## config.mk

```make
export PLATFORM = sky130hd
export DESIGN_NAME = micro_tile_sequencer
export DESIGN_NICKNAME = d
export VERILOG_FILES = /design/src/rtl/micro_tile_sequencer.sv
export SDC_FILE = /design/constraint.sdc
export NUM_CORES = 1
export LEC_CHECK = 0
export ABC_CLOCK_PERIOD_IN_PS = 2500
export BUFFER_PORTS_ARGS = -buffer_cell sky130_fd_sc_hd__buf_4
export CORE_MARGIN = 5
export CORE_UTILIZATION = 55
export CTS_CLUSTER_DIAMETER = 80
export DETAILED_ROUTE_END_ITERATION = 16
export PLACE_DENSITY = 0.79
export SKIP_CTS_REPAIR_TIMING = 1
export SLEW_MARGIN = 20
export SYNTH_ARGS = -nofsm -noshare
export SYNTH_HDL_FRONTEND = slang
export SYNTH_SLANG_ARGS = --single-unit
export TNS_END_PERCENT = 30
```

## constraint.sdc

```tcl
create_clock -name clk -period 2.5 [get_ports clk]
set_input_delay 0 -clock clk [delete_from_list [all_inputs] [get_ports clk]]
set_output_delay 0 -clock clk [all_outputs]
set_load 0.01 [all_outputs]
```

## src/rtl/micro_tile_sequencer.sv

```systemverilog
// Sequences clock enable and reset across four micro-tiles: OFF -> HOLD -> RUN -> STOP -> GAP -> HOLD.
// Define MICRO_TILE_AUTO_SCAN_EN to enable timed round-robin rotation while scan_en is high.
module micro_tile_sequencer #(
  parameter int NUM_TILES   = 4,
  parameter int RST_HOLD    = 4,
  parameter int SCAN_PERIOD = 1024
) (
  input  logic                 clk,
  input  logic                 rst,
  input  logic                 req_valid,
  input  logic [1:0]           req_sel,
  output logic                 req_ready,
  input  logic                 scan_en,
  output logic [1:0]           tile_sel,
  output logic [NUM_TILES-1:0] tile_clk_en,
  output logic [NUM_TILES-1:0] tile_rst_n,
  output logic                 busy
);

  typedef enum logic [2:0] {OFF, HOLD, RUN, STOP, GAP} state_e;

  localparam logic [7:0] HOLD_INIT = 8'(RST_HOLD - 1);

  state_e                 state_q;
  logic [1:0]             tile_sel_q;
  logic [1:0]             pend_sel_q;
  logic [NUM_TILES-1:0]   clk_en_q;
  logic [NUM_TILES-1:0]   rst_n_q;
  logic                   ready_q;
  logic                   busy_q;
  logic [7:0]             hold_cnt_q;

  logic                   host_acc;
  logic                   scan_hit;
  logic [1:0]             next_sel_d;

  function automatic logic [NUM_TILES-1:0] one_hot(input logic [1:0] idx);
    one_hot      = '0;
    one_hot[idx] = 1'b1;
  endfunction

  assign host_acc = req_valid & ready_q;

`ifdef MICRO_TILE_AUTO_SCAN_EN
  localparam logic [15:0] SCAN_LAST = 16'(SCAN_PERIOD - 1);
  logic [15:0] scan_cnt_q;
  assign scan_hit = (state_q == RUN) && scan_en && (scan_cnt_q == SCAN_LAST);
`else
  logic scan_unused;
  assign scan_unused = scan_en;
  assign scan_hit    = 1'b0;
`endif

  // A host request always beats the internal rotation request.
  assign next_sel_d = host_acc ? req_sel : (tile_sel_q + 2'd1);

  always_ff @(posedge clk) begin
    if (rst) begin
      state_q    <= OFF;
      tile_sel_q <= '0;
      pend_sel_q <= '0;
      clk_en_q   <= '0;
      rst_n_q    <= '0;
      ready_q    <= 1'b1;
      busy_q     <= 1'b0;
      hold_cnt_q <= '0;
    end else begin
      case (state_q)
        OFF: begin
          if (host_acc) begin
            state_q    <= HOLD;
            tile_sel_q <= req_sel;
            clk_en_q   <= one_hot(req_sel);
            rst_n_q    <= '0;
            ready_q    <= 1'b0;
            busy_q     <= 1'b1;
            hold_cnt_q <= HOLD_INIT;
          end
        end
        HOLD: begin
          if (hold_cnt_q == 8'd0) begin
            state_q <= RUN;
            rst_n_q <= clk_en_q;
            ready_q <= 1'b1;
            busy_q  <= 1'b0;
          end else begin
            hold_cnt_q <= hold_cnt_q - 8'd1;
          end
        end
        RUN: begin
          if (host_acc || scan_hit) begin
            state_q    <= STOP;
            pend_sel_q <= next_sel_d;
            rst_n_q    <= '0;
            ready_q    <= 1'b0;
            busy_q     <= 1'b1;
          end
        end
        STOP: begin
          state_q  <= GAP;
          clk_en_q <= '0;
        end
        GAP: begin
          state_q    <= HOLD;
          tile_sel_q <= pend_sel_q;
          clk_en_q   <= one_hot(pend_sel_q);
          hold_cnt_q <= HOLD_INIT;
        end
        default: begin
          state_q  <= OFF;
          clk_en_q <= '0;
          rst_n_q  <= '0;
          ready_q  <= 1'b1;
          busy_q   <= 1'b0;
        end
      endcase
    end
  end

`ifdef MICRO_TILE_AUTO_SCAN_EN
  // Counts dwell cycles in RUN; any exit from RUN or scan_en low restarts the dwell.
  always_ff @(posedge clk) begin
    if (rst) begin
      scan_cnt_q <= '0;
    end else if (state_q != RUN || !scan_en || host_acc || scan_hit) begin
      scan_cnt_q <= '0;
    end else begin
      scan_cnt_q <= scan_cnt_q + 16'd1;
    end
  end
`endif

  assign req_ready   = ready_q;
  assign busy        = busy_q;
  assign tile_sel    = tile_sel_q;
  assign tile_clk_en = clk_en_q;
  assign tile_rst_n  = rst_n_q;

endmodule

```

; After elaboration in Yosys (flattened, before gate mapping)
; Index checks and enable logic that the tools add are counted.
; W data, S select, Z words.
[totals]
inputBits = 6
output_inout_bits = 12
reg_bits = 25
[op_classes]
mux = 24
reduce_logical = 15
add_sub_neg = 1
n_eq_ne = 9
n_bitwise = 3
magnitude_cmp = 4
[op_table]
columns = cell, n
row1 = $pmux W4 S3, 2
row2 = $pmux W8 S3, 1
row3 = $mux W8, 2
row4 = $pmux W3 S5, 1
row5 = $mux W4, 3
row6 = $mux W3, 3
row7 = $reduce_and A3 Y1, 3
row8 = $logic_not A8 Y1, 1
row9 = $ne A2 B2 Y1 const B, 4
row10 = $sub A8 B1 Y8 const B, 1
row11 = $eq A3 B2 Y1 const B, 2
row12 = $lt A2 B3 Y1 const B, 2
row13 = $mux W1, 6
row14 = $pmux W1 S3, 2
row15 = $reduce_and A2 Y1, 3
row16 = $reduce_or A2 Y1, 3
row17 = $demux W1 S2, 2
row18 = $ge A2 B1 Y1 const B, 2
row19 = $pmux W2 S2, 1
row20 = $eq A3 B1 Y1 const B, 1
row21 = $eq A3 B3 Y1 const B, 1
row22 = $logic_not A3 Y1, 1
row23 = $reduce_bool A3 Y1, 1
row24 = $logic_and A1 B1 Y1, 2
row25 = 5 further kinds, 6

; Logic depth before layout (Yosys ltp)
; Gate-level depths: netlist of the first run.
[logic_depth]
depth_word = 6
mapped_depth = 7
depth_no_buf = 6

; Worst setup path after synthesis of the first run
; Ideal clock, no wire load.
[synth_timing]
kind = register to register
startpoint = register hold_cnt_q[0]
endpoint = register hold_cnt_q[5]
setup_time_ns = 0.072
n_path_buf = 1
t_required_ns = 2.428
arrival_time_ns = 1.805
stages_incl_launch_ff = 8
setup_slack_ns = 0.623
path_cell_list = dfxtp_1 > inv_1 > ha_1 > or3b_2 > clkbuf_1 > o21ai_2 > a2111oi_0 > mux2i_1
[synth_between]
elab_chain_len = 3
word_cells_on_any_way = 6
classes_between = add/sub (1) / eq/ne (1) / mux (2) / reduce/logical (2)
[synth_rtl]
columns = item, line
row1 = start: declaration, 31  ; logic [7:0] hold_cnt_q;
row2 = start signal: assignment, 87  ; hold_cnt_q <= hold_cnt_q - 8'd1;
row3 = $sub A8 B1 Y8 / $logic_not A8 Y1 (equally long branches), "87, 81"
row4 = $mux W8 / $ne A2 B2 Y1 (equally long branches), n/a
row5 = $pmux W8 S3 / $reduce_and A3 Y1 (equally long branches), n/a
; Parallel ways exist; a longest one is shown, timed or not. The select of a mux whose other input is x is not followed.
; A chain may end at the register's enable or synchronous reset.

; Worst setup path after layout of the first run
[layout_timing]
startpoint = register state_q[2]
endpoint = register pend_sel_q[0]
[layout_between]
elab_chain_len = 2
[layout_rtl]
columns = item, line
row1 = start: declaration, 24  ; state_e state_q;
row2 = start signal: assignment, 59  ; state_q <= OFF;
row3 = start signal: assignment, 71  ; state_q <= HOLD;
row4 = start signal: assignment, 82  ; state_q <= RUN;
row5 = $eq A3 B2 Y1, 68  ; case (state_q)
row6 = $reduce_and A2 Y1 (no line), n/a
row7 = end signal: assignment, 93  ; pend_sel_q <= next_sel_d;
row8 = end: declaration, 26  ; logic [1:0] pend_sel_q;
; Every way passes these cells.

==> flow_summary.toml, run 1 <==
[final_layout]
layout-drive-gt1-share = 0.172
syn2layout_area_growth_pct = 15.0
antenna_cells = 0
instances_no_fill = 191
num-fill-cells = 189
fin_nets = 172

[worst_setup_path]
worstSetupPathType = "reg -> reg"
endpoint_kind = "flop"
worst-path-max-fanout = 17
ff2ff_path_depth = 5
r2r-end = "pend_sel_q[0]"
crit_start = "state_q[2]"
worstSetupStartpointType = "flop"
cp.arrival_ns = 2.27
r2r-start = "state_q[2]"
r2r_slack_ns = 0.49
cp.required_ns = 2.75

[logic_synthesis]
synth_flop_cell = "dfxtp_1"
synth_warnings = 0
ys_top_cells_by_area = "dfxtp_1 (39%), mux2i_1 (6.3%), nand2_1 (4.4%)"
synthTopCellsByCount = "dfxtp_1 (25), nand2_1 (15), nor2_1 (13)"
synthesis.nets = 155
async_reset_ff_frac = 0
seq_area_frac_synth = 0.391
syn_area_mm2 = 0.00128
syn_inst = 147
synth_area_leader_cell = "dfxtp_1"
synth_edf_count = 0
ys_ff_latch = 25
synth_top_area_share = 0.391
synth_cell_types = 43
avgSynthCellArea_um2 = 8.71
synthMostInstantiatedCell = "dfxtp_1"

[global_routing]
grt_usage = 0.172
gr-total-overflow = 0
grt_pass1_wl_mm = 4.61
grt_pass1_vias = 974
grt_max_degree = 18
antenna_found_initial = 0

[sta]
finClkSkew_ns = 0.0116
finalCriticalPeriod_ns = 2.01
drv_slew = 0
worst_slew_pin_slew_ns = 0.584
fin_crit_sh = 0.805
rsz0062_at_grt = "false"
relSlewSlack = 0.600
setup_viol = 0
hold_viol = 0
whs_ns = 0.0952
fmax_mhz = 497
fin_tns_setup_ns = 0

[power_and_ir_drop]
power.switching_uw = 699
p_int_uw = 923
comb_power_share = 0.495
ir_drop_mv = 0.735
swShare = 0.431
pwr-share-clk = 0.127
finalPower_mw = 1.62
leakage_nw = 0.607
power-per-cell-area_mw_per_mm2 = 1100
p_seq_frac = 0.379

[floorplan]
dieHeight_um = 58.2
coreArea_mm2 = 0.00221
start_util = 0.579
dieArea_mm2 = 0.00339
die_w_um = 58.2
num_rows = 17
io_pins = 18

[clocking]
clockBufferDepth = 2
cts_sinks = 25
cts_tree = "built"
ctsRootBufferMaster = "clkbuf_4"
h-tree-depth = 1
numCtsBuffers = 3
worstSkewPairLatency_ns = 0.34
cts.clk_slew.worst_paths_ns = 0.16

[drt]
ant_nets = 0
drtPass1Iterations = 4
wl_per_cell_um = 14.3
vias = 1142
drt_iter0_drc = 44
drc_errors = 0
wl_mm = 2.72
via_per_inst = 5.98

[run]
maxCapViolations = 0

[outcome]
status = "finished, final reports clean"

[placed_design]
dpl.hpwl_mm = 1.93
dp_cells = 183
io_buffers = 16
gp_congestion = 0.878

[min_path]
hold_end = "state_q[0]"
hold_path_startpoint = "req_valid"
min_path_type = "in -> reg"
hold_depth = 4
==> power by group through the flow <==
stage          registers [mW]  clock network (mW)  logic, mW
3_3_place_gp            0.614                   0      0.754
5_1_grt                 0.636               0.227      0.887
2_1_floorplan           0.593                   0      0.681
4_1_cts                 0.613               0.205      0.795
6_report                0.615               0.205      0.802
3_5_place_dp            0.622                   0      0.785
==> sequential cells by signal, indices dropped and copies added, names as in the netlist <==
name and count:
tile_clk_en 4, tile_rst_n 4, state_q 3, tile_sel 2, busy 1, pend_sel_q 2, hold_cnt_q 8, req_ready 1
==> kinds of logic after synthesis <==
kind of cell             share of synthesized area
AND/OR/NAND/NOR                              0.240
AO/OA/AOI/OAI                                0.232
flip-flops                                   0.391
buffers and inverters                       0.0479
multiplexers                                0.0626
adder cells (fa/ha/maj)                     0.0195
XOR/XNOR                                   0.00684
==> area by class of cell <==
cell class                 instances  area [um2]  area share
clock buffer                       3        22.5      0.0153
clock inverter                     1        8.76     0.00595
inverter                           5        18.8      0.0128
multi-input combinational        108         718       0.488
sequential                        25         500       0.340
tap                               28        35.0      0.0238
timing repair buffer              21         168       0.114
==> critical path: stages, from the launching register on <==
cell and delay (ns):
dfxtp_1 0.49, buf_4 0.24, nor3_1 0.36, mux2i_1 0.24, nor2_1 0.05, dlygate4sd3_1 0.54
==> layout by cell type (no fill, tap or decap), types with 3 or more instances in the layout <==
cell / instances
a211oi_1: 5
a21o_1: 3
a21oi_1: 9
a22o_1: 4
a22oi_1: 3
buf_4: 17
clkbuf_4: 3
dfxtp_1: 25
dlygate4sd3_1: 4
inv_1: 5
mux2i_1: 8
nand2_1: 15
nand2b_1: 7
nand3_1: 4
nor2_1: 13
nor3_1: 6
==> how the worst max path moves through the flow <==
stage	slack, ns	endpoint	cells past startpoint
finish	0.49	pend_sel_q[0]	5
floorplan	0.62	hold_cnt_q[5]	7
detailed placement	0.56	hold_cnt_q[5]	6
global route	0.26	hold_cnt_q[5]	4
global placement	0.64	tile_rst_n[0]	6
CTS	0.50	hold_cnt_q[5]	4
==> metal layers <==
layer | track usage | wire [um] | vias up
li1 | - | - | 568
met1 | 0.245 | 1270 | 531
met2 | 0.255 | 1220 | 36
met3 | 0.0312 | 160 | 7
met4 | 0.0695 | 68 | 0
met5 | 0 | 0 | -
==> stage by stage <==
stage | utilization | area (um2) | setup WS, ns
2_1_floorplan | - | 1280 | 0.623
3_3_place_gp | 0.633 | 1400 | 0.637
3_5_place_dp | 0.633 | 1400 | 0.558
4_1_cts | 0.647 | 1430 | 0.504
5_1_grt | 0.665 | 1470 | 0.264
6_report | 0.665 | 1470 | 0.487
No activity file was read; power rests on OpenSTA's default activity.
==> run 2, diff against run 1 <==
--- a/config.mk
+++ b/config.mk
@@ -5,7 +5,8 @@
 export SDC_FILE = /design/constraint.sdc
 export NUM_CORES = 1
 export LEC_CHECK = 0
-export ABC_CLOCK_PERIOD_IN_PS = 2500
+export ABC_AREA = 1
+export ABC_CLOCK_PERIOD_IN_PS = 1900
 export BUFFER_PORTS_ARGS = -buffer_cell sky130_fd_sc_hd__buf_4
 export CORE_MARGIN = 5
 export CORE_UTILIZATION = 55
==> constraint.sdc (replaced) <==
create_clock -name clk -period 1.9 [get_ports clk]
set_input_delay 0 -clock clk [delete_from_list [all_inputs] [get_ports clk]]
set_output_delay 0 -clock clk [all_outputs]
set_load 0.01 [all_outputs]
==> run 2 against run 1 <==
The flow now finishes with violations (negative hold slack). Maximum frequency up 30%. Combinational power increased by 22%. Die area decreased by 0.57%. Setup slack worse by 0.14 ns. Flip-flop and latch count stayed put. Non-clock buffer count is 3 lower. Register-to-register slack got worse by 0.14 ns. Critical path depth is 2 higher.
==> flow_summary.toml, run 2 <==
[outcome]
status = "complete, but fails checks"
violations = "negative hold slack"

[clocking]
numCtsBuffers = 3
ctsRootBufferMaster = "clkbuf_4"
clockBufferDepth = 2
worstSkewPairLatency_ns = 0.32
cts_sinks = 25
h-tree-depth = 1
cts_tree = "built"
cts.clk_slew.worst_paths_ns = 0.14

[placed_design]
dp_cells = 216
place_ws_ns = 0.363
gp_congestion = 0.751
placed_area_mm2 = 0.00141
io_buffers = 16
dpl.hpwl_mm = 2.13

[logic_synthesis]
ys_ff_latch = 25
seq_area_frac_synth = 0.394
ys_top_cells_by_area = "dfxtp_1 (39%), nand2_1 (10%), a21oi_1 (7.1%)"
async_reset_ff_frac = 0
synth_cell_types = 26
synthesis.nets = 183
synthMostInstantiatedCell = "nand2_1"
syn_area_mm2 = 0.00127
synth_edf_count = 0
synth_top_area_share = 0.394
synth_area_leader_cell = "dfxtp_1"
synth_warnings = 0
syn_inst = 175
synth_flop_cell = "dfxtp_1"
synthTopCellsByCount = "nand2_1 (35), dfxtp_1 (25), nor2_1 (22)"
avgSynthCellArea_um2 = 7.26

[final_layout]
syn2layout_area_growth_pct = 14.7
regMostFlops = "hold_cnt_q"
fin_nets = 203
num-fill-cells = 200
instances_no_fill = 222
seqCellArea_um2 = 500
largest_reg_flops = 8
final_common_cell = "nand2_1"
fin_util = 0.659
mostFrequentLayoutCells = "nand2_1 (35), dfxtp_1 (25), nor2_1 (22)"
multi_input_area_um2 = 676
antenna_cells = 0
layout-drive-gt1-share = 0.186
fin_area_mm2 = 0.00146

[sta]
setup_slack_ns = 0.352
worst_slew_pin_slew_ns = 0.357
rsz0062_at_grt = "false"
setup_viol = 0
drv_slew = 0
fin_tns_setup_ns = 0
finalCriticalPeriod_ns = 1.55
whs_ns = -0.00280
hold_viol = 1
finClkSkew_ns = 0.00368
relSlewSlack = 0.761
fin_crit_sh = 0.815
fmax_mhz = 646

[worst_setup_path]
cp.arrival_ns = 1.76
path_delay_family = "simple AND/OR/NAND/NOR gates"
cp.required_ns = 2.12
critPathBufInv = 1
ff2ff_path_depth = 7
cp_common_cell = "nand2_1"
worst_path_max_delay_cell = "dfxtp_1"
endpoint_kind = "flop"
r2r-end = "req_ready"
worstSetupPathType = "reg -> reg"
worstSetupStartpointType = "flop"
worst-path-max-fanout = 8
crit_chain = "inv_1, ha_1, nand2_1, o21ai_4, nand2_1, nand2_1, o211ai_1"
r2r-start = "hold_cnt_q[0]"
r2r_slack_ns = 0.35
cpPeakStageDelay_ns = 0.34

[floorplan]
coreArea_mm2 = 0.00221
start_util = 0.575
io_pins = 18
dieArea_mm2 = 0.00337
dieHeight_um = 58.1
num_rows = 17
die_w_um = 58.1

[min_path]
hold_end = "tile_sel[0]"
hold_path_startpoint = "req_sel[0]"
min_path_type = "in -> reg"
hold_depth = 3

[power_and_ir_drop]
leakage_nw = 0.606
power-per-cell-area_mw_per_mm2 = 1340
finalPower_mw = 1.95
ir_drop_mv = 0.782

[drt]
ant_nets = 0
drt_iter0_drc = 29
drtPass1Iterations = 4
wl_per_cell_um = 13.0
vias = 1214
drc_errors = 0
via_per_inst = 5.47
wl_mm = 2.88

[global_routing]
grt_max_degree = 17
grt_usage = 0.176
grt_pass1_wl_mm = 4.73
grt_pass1_vias = 1094
gr-total-overflow = 0
antenna_found_initial = 0

[run]
maxCapViolations = 0
[run 2: report_power, final]
part / internal (mW) / switching (mW)
combinational: 0.333 / 0.643
sequential: 0.632 / 0.0973
clock: 0.0803 / 0.161
[run 2: final cells by class]
| cell class | instances | share of cell area |
|---|---|---|
| Multi-Input combinational cell | 128 | 0.464 |
| Inverter | 19 | 0.0524 |
| Clock inverter | 1 | 0.00515 |
| Timing Repair Buffer | 18 | 0.0961 |
| Tap cell | 28 | 0.0240 |
| Clock buffer | 3 | 0.0155 |
| Sequential cell | 25 | 0.343 |
[run 2: how the worst max path moves through the flow]
stage,from,end,slack [ns],depth (start not counted)
final,hold_cnt_q[0],req_ready,0.35,7
after detailed placement,hold_cnt_q[0],req_ready,0.36,7
after floorplan,hold_cnt_q[0],hold_cnt_q[5],0.55,8
after global routing,hold_cnt_q[0],hold_cnt_q[7],0.20,7
after global placement,hold_cnt_q[0],req_ready,0.42,7
after CTS,hold_cnt_q[0],hold_cnt_q[6],0.35,7
[run 2: metal layers]
metal / track usage / wire, um / vias up
met5: 0 / 0 / -
met4: 0.0497 / 44 / 0
met3: 0.0200 / 87 / 7
met2: 0.316 / 1440 / 32
met1: 0.218 / 1310 / 554
li1: - / - / 621
[run 2: worst min-delay path: stages]
cell,delay (ns)
buf_4,0.13
o21ai_0,0.07
a31oi_1,0.08
[run 2: logic make-up (layout without fill, tap and decap cells)]
| family | Yosys count | in the layout | share of synthesized area |
|---|---|---|---|
| compound gates | 35 | 35 | 0.154 |
| xor+xnor | 1 | 1 | 0.00689 |
| fa+ha+maj | 2 | 2 | 0.0197 |
| buf+inv | 22 | 41 | 0.0748 |
| flops | 25 | 25 | 0.394 |
| simple gates | 90 | 90 | 0.351 |
